[config.mk]
export PLATFORM = sky130hd
export DESIGN_NAME = ooc_stream_harness
export DESIGN_NICKNAME = d
export VERILOG_FILES = /design/src/rtl/ooc_harness_pkg.sv /design/src/rtl/lfsr_galois.sv /design/src/rtl/ooc_stream_harness.sv
export SDC_FILE = /design/constraint.sdc
export NUM_CORES = 1
export LEC_CHECK = 0
export ABC_AREA = 1
export BUFFER_PORTS_ARGS = -buffer_cell sky130_fd_sc_hd__buf_2
export CAP_MARGIN = 20
export CORE_AREA = 3 3 232 234
export DETAILED_ROUTE_END_ITERATION = 10
export DIE_AREA = 0 0 235 237
export HOLD_SLACK_MARGIN = 0.06
export PLACE_DENSITY = 0.55
export SKIP_CTS_REPAIR_TIMING = 1
export SLEW_MARGIN = 0
export SYNTH_ARGS = -nofsm -noshare
export SYNTH_HDL_FRONTEND = slang
export SYNTH_SLANG_ARGS = --single-unit --ignore-timing --ignore-initial --compat-mode --unroll-limit 50000
export TNS_END_PERCENT = 1
[constraint.sdc]
create_clock -name clk -period 8 [get_ports clk]
set_clock_uncertainty 0.15 [all_clocks]
set_input_delay 0.8 -clock clk [delete_from_list [all_inputs] [get_ports clk]]
set_output_delay 0.8 -clock clk [all_outputs]
set_load 0.005 [all_outputs]
[src/rtl/ooc_harness_pkg.sv]
// Shared types and constants for the out-of-context stream harness.
// Holds the FSM encoding, LFSR polynomials, the word-mixing constant
// and the digest fold used to squeeze a wide digest into the signature.
package ooc_harness_pkg;

    typedef enum logic [1:0] {
        ST_IDLE     = 2'd0,
        ST_SEND     = 2'd1,
        ST_WAIT_OUT = 2'd2,
        ST_GAP      = 2'd3
    } state_t;

    localparam logic [31:0] DATA_POLY = 32'h8020_0003;
    localparam logic [15:0] CTRL_POLY = 16'hB400;
    localparam logic [31:0] DATA_MIX  = 32'h9E37_79B9;

    // Upper bounds for the fold operands; callers zero-extend into / truncate out of these.
    localparam int FOLD_MAX_IN  = 4096;
    localparam int FOLD_MAX_SIG = 256;

    // XOR of all sig_w-bit slices of the low out_w bits of d.
    function automatic logic [FOLD_MAX_SIG-1:0] fold(
        input logic [FOLD_MAX_IN-1:0] d,
        input int                     out_w,
        input int                     sig_w
    );
        logic [FOLD_MAX_SIG-1:0] acc;
        logic [7:0]              bit_idx;
        logic [11:0]             in_idx;
        acc = '0;
        for (int i = 0; i < FOLD_MAX_IN; i++) begin
            if (i < out_w) begin
                bit_idx      = 8'(i % sig_w);
                in_idx       = 12'(i);
                acc[bit_idx] = acc[bit_idx] ^ d[in_idx];
            end
        end
        return acc;
    endfunction

endpackage

[src/rtl/lfsr_galois.sv]
// Right-shifting Galois LFSR with seed reload on reset.
// Latency: new state visible the cycle after advance is sampled high.
// Backpressure: state holds whenever advance is low.
module lfsr_galois #(
    parameter int               WIDTH = 32,
    parameter logic [WIDTH-1:0] POLY  = WIDTH'(1),
    parameter logic [WIDTH-1:0] SEED  = WIDTH'(1)
) (
    input  logic             clk,
    input  logic             reset,
    input  logic             advance,
    output logic [WIDTH-1:0] state
);

    // Shift right, folding the polynomial in when the outgoing bit is set.
    always_ff @(posedge clk or posedge reset) begin
        if (reset) begin
            state <= SEED;
        end else if (advance) begin
            state <= (state >> 1) ^ (state[0] ? POLY : '0);
        end
    end

endmodule

[src/rtl/ooc_stream_harness.sv]
// Random stimulus source and MISR response sink around a streaming hash/cipher core.
// Latency: first word the cycle after enable is seen in IDLE; signature updates one cycle after digest-valid rises.
// Backpressure: dut_buffer_full freezes the word, word count and data LFSR; the control LFSR keeps running.
module ooc_stream_harness
    import ooc_harness_pkg::*;
#(
    parameter int          IN_WIDTH   = 32,
    parameter int          OUT_WIDTH  = 512,
    parameter int          SIG_WIDTH  = 32,
    parameter int          MSG_WORDS  = 4,
    parameter logic [31:0] DATA_SEED  = 32'h0000_0001,
    parameter logic [15:0] CTRL_SEED  = 16'hACE1,
    parameter bit          STALL_EN   = 1'b1,
    parameter int          GAP_CYCLES = 8,
    parameter int          TIMEOUT    = 1024,
    localparam int         BN         = $clog2(IN_WIDTH / 8)
) (
    input  logic                 clk,
    input  logic                 reset,
    input  logic                 enable,
    output logic [IN_WIDTH-1:0]  dut_in,
    output logic                 dut_in_ready,
    output logic                 dut_is_last,
    output logic [BN-1:0]        dut_byte_num,
    input  logic                 dut_buffer_full,
    input  logic [OUT_WIDTH-1:0] dut_out,
    input  logic                 dut_out_ready,
    output logic [SIG_WIDTH-1:0] signature,
    output logic [15:0]          msg_count,
    output logic                 timeout_err,
    output logic                 busy
);

    localparam int WW   = (MSG_WORDS > 1) ? $clog2(MSG_WORDS) : 1;
    localparam int MAXC = (TIMEOUT > GAP_CYCLES) ? TIMEOUT : GAP_CYCLES;
    localparam int CW   = $clog2(MAXC + 1);

    state_t               r_state;
    state_t               w_state_nxt;
    logic                 r_busy;
    logic [WW-1:0]        r_word_cnt;
    logic [CW-1:0]        r_cnt;
    logic [BN-1:0]        r_byte_num;
    logic                 r_out_rdy_q;
    logic [SIG_WIDTH-1:0] r_signature;
    logic [15:0]          r_msg_count;
    logic                 r_timeout_err;

    logic [31:0]          w_data_s;
    logic [15:0]          w_ctrl_s;
    logic                 w_pace_ok;
    logic                 w_accept;
    logic                 w_last;
    logic                 w_rise;
    logic                 w_tmo;
    logic                 w_gap_done;
    logic                 w_start;
    logic [SIG_WIDTH-1:0] w_fold;

    // Data LFSR steps only on accepted words, so a stalled word is re-presented unchanged.
    lfsr_galois #(.WIDTH(32), .POLY(DATA_POLY), .SEED(DATA_SEED)) u_data_lfsr (
        .clk     (clk),
        .reset   (reset),
        .advance (w_accept),
        .state   (w_data_s)
    );

    // Control LFSR free-runs and supplies pacing and byte_num randomness.
    lfsr_galois #(.WIDTH(16), .POLY(CTRL_POLY), .SEED(CTRL_SEED)) u_ctrl_lfsr (
        .clk     (clk),
        .reset   (reset),
        .advance (1'b1),
        .state   (w_ctrl_s)
    );

    // Wider words are built from decorrelated copies of the 32-bit LFSR state.
    for (genvar k = 0; k < IN_WIDTH / 32; k++) begin : g_word
        assign dut_in[32*k +: 32] = w_data_s ^ (32'(k) * DATA_MIX);
    end

    assign w_pace_ok    = ~STALL_EN | w_ctrl_s[0];
    assign w_last       = (r_word_cnt == WW'(MSG_WORDS - 1));
    assign dut_in_ready = (r_state == ST_SEND) & ~dut_buffer_full & w_pace_ok;
    assign dut_is_last  = (r_state == ST_SEND) & w_last;
    assign w_accept     = dut_in_ready;
    assign w_rise       = dut_out_ready & ~r_out_rdy_q;
    assign w_tmo        = (r_cnt == CW'(TIMEOUT - 1));
    assign w_gap_done   = (r_cnt == CW'(GAP_CYCLES - 1));
    assign w_start      = (w_state_nxt == ST_SEND) && (r_state != ST_SEND);
    assign w_fold       = SIG_WIDTH'(fold(FOLD_MAX_IN'(dut_out), OUT_WIDTH, SIG_WIDTH));

    assign dut_byte_num = r_byte_num;
    assign signature    = r_signature;
    assign msg_count    = r_msg_count;
    assign timeout_err  = r_timeout_err;
    assign busy         = r_busy;

    // Next-state decode; enable only matters at message boundaries.
    always_comb begin
        w_state_nxt = r_state;
        case (r_state)
            ST_IDLE:     if (enable) w_state_nxt = ST_SEND;
            ST_SEND:     if (w_accept && w_last) w_state_nxt = ST_WAIT_OUT;
            ST_WAIT_OUT: if (w_rise || w_tmo) w_state_nxt = ST_GAP;
            ST_GAP:      if (w_gap_done) w_state_nxt = enable ? ST_SEND : ST_IDLE;
            default:     w_state_nxt = ST_IDLE;
        endcase
    end

    // State register, with busy registered from the next state so it tracks the state exactly.
    always_ff @(posedge clk or posedge reset) begin
        if (reset) begin
            r_state <= ST_IDLE;
            r_busy  <= 1'b0;
        end else begin
            r_state <= w_state_nxt;
            r_busy  <= (w_state_nxt != ST_IDLE);
        end
    end

    // Word position, byte_num draw and a shared timeout/gap counter cleared on every state change.
    always_ff @(posedge clk or posedge reset) begin
        if (reset) begin
            r_word_cnt <= '0;
            r_byte_num <= '0;
            r_cnt      <= '0;
        end else begin
            if (w_start) begin
                r_word_cnt <= '0;
                r_byte_num <= w_ctrl_s[BN-1:0];
            end else if (w_accept) begin
                r_word_cnt <= r_word_cnt + WW'(1);
            end
            if (w_state_nxt != r_state) begin
                r_cnt <= '0;
            end else if (r_state == ST_WAIT_OUT || r_state == ST_GAP) begin
                r_cnt <= r_cnt + CW'(1);
            end
        end
    end

    // Digest capture into the MISR on a digest-valid rising edge; sticky flag if it never comes.
    always_ff @(posedge clk or posedge reset) begin
        if (reset) begin
            r_out_rdy_q   <= 1'b0;
            r_signature   <= '0;
            r_msg_count   <= '0;
            r_timeout_err <= 1'b0;
        end else begin
            r_out_rdy_q <= dut_out_ready;
            if (r_state == ST_WAIT_OUT) begin
                if (w_rise) begin
                    r_signature <= {r_signature[SIG_WIDTH-2:0], r_signature[SIG_WIDTH-1]} ^ w_fold;
                    r_msg_count <= r_msg_count + 16'd1;
                end else if (w_tmo) begin
                    r_timeout_err <= 1'b1;
                end
            end
        end
    end

endmodule

# Word level (Yosys, flattened, before mapping)
# Index checks and enable logic that the tools add are counted.
# W data, S select, Z words.
[totals]
out_inout_bits = 86
wordCells = 535
inputBits = 517
register_bits = 116
[classes]
eq_ne = 9
addsub = 3
reduce_logical = 10
bitwise_logic = 490
n_mux = 12
[ops]
columns = ["cell", "n"]
rows = [
  ["$xor A1 B1 Y1", 480],
  ["$mux W32", 1],
  ["$xor A31 B32 Y32", 1],
  ["$xor A32 B32 Y32", 1],
  ["$mux W11", 2],
  ["$add A16 B1 Y16 const B", 1],
  ["$mux W16", 1],
  ["$xor A15 B16 Y16", 1],
  ["$mux W2", 6],
  ["$add A11 B1 Y11 const B", 1],
  ["$eq A11 B10 Y1 const B", 1],
  ["$eq A11 B3 Y1 const B", 1],
  ["$pmux W2 S4", 1],
  ["$eq A2 B2 Y1 const B", 3],
  ["$reduce_bool A2 Y1", 3],
  ["$and A1 B1 Y1", 4],
  ["$eq A2 B1 Y1 const B", 2],
  ["$not A1 Y1", 3],
  ["$reduce_and A3 Y1", 1],
  ["$add A2 B1 Y2 const B", 1],
  ["$logic_and A1 B1 Y1", 2],
  ["$logic_not A2 Y1", 1],
  ["$logic_or A1 B1 Y1", 2],
  ["$ne A2 B1 Y1 const B", 1],
  ["other kinds (3)", 3],
]

# Depth between registers and ports, before layout
[logic_depth]
ltp_word = 16
ltp_mapped = 13
mapped_depth_nobuf = 13

# Modules after synthesis
# From an unflattened synthesis, not the netlist that was laid out.
[unflattened]
cells_unflattened = 2192
area_unflattened_um2 = 13080.0
[by_module_without_submodules]
columns = ["mod", "instances", "cells_each", "area_each_um2"]
rows = [
  ["ooc_stream_harness", 1, 1991, 11085.6],
  ["lfsr_galois (u_data_lfsr)", 1, 130, 1310.0],
  ["lfsr_galois (u_ctrl_lfsr)", 1, 71, 684.4],
]

# Least setup slack after synthesis
# Ideal clock, no wire load.
[synth_path]
path_type = "input-to-output"
from = "input dut_buffer_full"
to = "output dut_in_ready"
arrival_ns = 1.450
t_required_ns = 7.050
setup_slack_ns = 5.600
stages = 4
path_cell_list = "nor2_1 nand2_4 clkinv_1 clkbuf_1"
[synth_between]
elab_chain_len = 3
[synth_rtl]
columns = ["element", "line_no", "text"]
rows = [
  ["start, declared", "ooc_stream_harness.sv:25", "input logic dut_buffer_full,"],
  ["$not A1 Y1", "ooc_stream_harness.sv:83", "assign dut_in_ready = (r_state == ST_SEND) & ~dut_buffer_full & w_pace_ok;"],
  ["$and A1 B1 Y1 (2 in series)", "ooc_stream_harness.sv:83", ""],
  ["end, declared", "ooc_stream_harness.sv:22", "output logic dut_in_ready,"],
]
# Every way passes these cells.

# Final worst setup path
[layout_path]
from = "register r_state[1]"
to = "output dut_in_ready"
[layout_between]
elab_chain_len = 3
[layout_rtl]
columns = ["element", "line_no", "text"]
rows = [
  ["start, declared", "ooc_stream_harness.sv:38", "state_t r_state;"],
  ["start signal, assigned", "ooc_stream_harness.sv:116", "r_state <= w_state_nxt;"],
  ["$eq A2 B1 Y1", "ooc_stream_harness.sv:83", ""],
  ["$and A1 B1 Y1 (2 in series)", "ooc_stream_harness.sv:83", ""],
]
# Every way passes these cells.

==> reports/results.txt <==
DR iter-0 viols - 545
Mapped Nets - 2,642
fin worst setup slack - 5.29 ns
routed vias/inst - 4.04
setup_tns - 0 ns
Setup CP Type - flop to primary output
CTS root buffer - clkbuf_16
count of final hold-check violations - 0
crit path launch type - flop
Final Setup Violations - 0
peak supply drop - 0.114 mV
wire length of the first global-routing pass - 66,400 um
status - completed
H-tree lvl count - 4
Place WS - 5.19 ns
Seq/Total Area, Yosys - 0.233
Post-DRT Antenna Nets - 0
drt first pass iters - 5
clk_lat worst skew - 0.42 ns
Die H - 237 um
Post-Synth Adder-Cell Area - 0.00300
Fmax - 370 MHz
Clock Power Share - 0.389
grt ovf - 0
FP Rows - 84
Slew @ Worst Pin - 0.935 ns
crit end category - primary output
syn avg cell area - 5.90 um2
initial antenna violation count - 6
# IOs - 603
period utilization - 0.338
CP Data Required Time - 7.05 ns
Cell Area, Synth - 0.0125 mm2
Leak - 10.7 nW
XOR/XNOR Fraction of Synth Area - 0.200
combinational share of power - 0.333
RSZ-0062 raised after global routing - no
unique cell type count in the Yosys netlist - 32
nets - 3,251
die width - 235 um
Min-Delay Path Class - flop to flop
Fin Hold WS - 0.202 ns
Reg power frac - 0.278
internal power - 0.00137 W
area grow syn2layout - 35.6%
share of cells above drive strength 1 - 0.248
full die area - 0.0557 mm2
switching share of total power - 0.350
dpl hpwl - 36,600 um
WL final - 43,100 um
multiplexer share of the synthesized area - 0.000799
Post-Synth Simple-Gate Area - 0.452
largest family of logic cells by synthesized area - simple AND/OR/NAND/NOR gates
Yosys reg bits - 116
switching power total - 0.000741 W
crit path time final - 2.71 ns
Worst-path clk slew - 0.06 ns
Cells after Synth - 2,122
most common cell after layout, fill and taps aside - nand2_1
PnR Total Power - 0.00211 W
synthesis warning total - 0
total global-route track usage - 0.150
Max Buffers Root-to-Sink - 2
RePlAce Congestion - 0.832
CORE AREA - 0.0522 mm2
slew margin rel. - 0.376
number of CTS-inserted buffers - 17
DRC viols - 0
Final Max Tran Viols - 0
clock tree from TritonCTS - yes
Worst Path Max Fanout - 36
vias in the first global route - 12,900
routed length per instance - 12.6 um
Max-Cap Viols - 0
WP data arrival - 1.76 ns
commonest cells after routing, fill and taps aside - 980 x nand2_1, 602 x buf_2, 341 x inv_1
Final Util - 0.325
CTS sink count - 116
port buffer count - 602
initial core utilization - 0.240
Vias - 13,900
largest net degree at the start of global routing - 72
post-synthesis compound-gate area fraction - 0.00280
PwrDens - 125 mW/mm2
[cells by family after synthesis]
kind of cell,after synthesis
buffers and inverters,361
and+or+nand+nor,1349
DFF,116
xor gates and xnor gates,286
muxes,1
AOI/OAI and AO/OA,6
adders and majority gates,3
[worst max-delay path: stages (launching register included)]
cell and delay (ns):
dfrtp_1 0.58, nor2_2 0.12, nand2_4 0.33, clkinv_1 0.14, buf_2 0.15
[Yosys cell counts]
master | count | area share
nand2_4 | 1 | 0.00090
xor2_1 | 107 | 0.075
nand3_1 | 241 | 0.096
clkbuf_1 | 11 | 0.0033
nor2_1 | 38 | 0.011
nand2_2 | 1 | 0.00050
or2_2 | 11 | 0.0055
a21oi_1 | 1 | 0.00040
buf_2 | 1 | 0.00040
clkinv_1 | 1 | 0.00030
nor2_4 | 1 | 0.00090
nand2_1 | 980 | 0.29
nor3_4 | 1 | 0.0013
nor3_2 | 1 | 0.00080
nand3_2 | 1 | 0.00080
nor3_1 | 3 | 0.0012
buf_6 | 1 | 0.00090
ha_1 | 3 | 0.0030
buf_1 | 1 | 0.00030
nand3b_1 | 33 | 0.020
xnor2_1 | 179 | 0.13
nand4_1 | 4 | 0.0020
dfstp_2 | 9 | 0.019
nor2_2 | 13 | 0.0065
clkbuf_2 | 1 | 0.00040
nand2b_1 | 20 | 0.010
dfrtp_1 | 107 | 0.21
a21o_1 | 2 | 0.0012
inv_2 | 3 | 0.00090
inv_1 | 342 | 0.10
mux2i_1 | 1 | 0.00080
o21ai_0 | 3 | 0.0012
[final timing paths]
| check | startpoint | end | slack (ns) | depth (start not counted) |
|---|---|---|---|---|
| max | r_state[1] | dut_in_ready | 5.29 | 4 |
| min reg2reg | u_ctrl_lfsr.state[12] | u_ctrl_lfsr.state[11] | 0.20 | 0 |
| max in group asynchronous | reset | signature[14] | 6.27 | 3 |
| min | u_ctrl_lfsr.state[12] | u_ctrl_lfsr.state[11] | 0.20 | 0 |
| min in group asynchronous | reset | msg_count[14] | 0.36 | 2 |
| max reg2reg | r_state[1] | msg_count[14] | 5.53 | 9 |
[state kept, by name, indices dropped and copies added (netlist names)]
signal / count
r_out_rdy_q: 1
u_data_lfsr.state: 32
r_state: 2
timeout_err: 1
r_cnt: 11
r_word_cnt: 2
dut_byte_num: 2
msg_count: 16
busy: 1
u_ctrl_lfsr.state: 16
signature: 32
[stage by stage]
stage	cells	cell area (um2)
after floorplan	2122	12500
after global placement	3400	16400
after detailed placement	3400	16400
after CTS	3432	17000
after global routing	3434	17000
final	3436	17000
[area by class of cell]
type / instances / area (um2)
Clock buffer: 17 / 425
Inverter: 346 / 1300
Timing Repair Buffer: 605 / 3040
Tap cell: 688 / 861
Antenna cell: 4 / 10.0
Fill cell: 5775 / 35300
Sequential cell: 116 / 2910
Multi-Input combinational cell: 1645 / 8240
Clock inverter: 15 / 184
[power by group through the flow]
stage | sequential (W) | combinational, W | clock [W]
global route | 0.000587 | 0.000818 | 0.000888
detailed placement | 0.000598 | 0.000710 | 0
global placement | 0.000598 | 0.000702 | 0
floorplan | 0.000598 | 0.000445 | 0
CTS | 0.000587 | 0.000714 | 0.000861
finish | 0.000587 | 0.000704 | 0.000823
[routing by layer]
layer  up-vias  wire, um  track usage
met5         -        13            0
met4         2       476       0.0291
met3        28      2470       0.0289
met2       369     22600        0.290
met1      5901     17600        0.169
li1       7578         -            -
(Power assumes the default switching activity.)
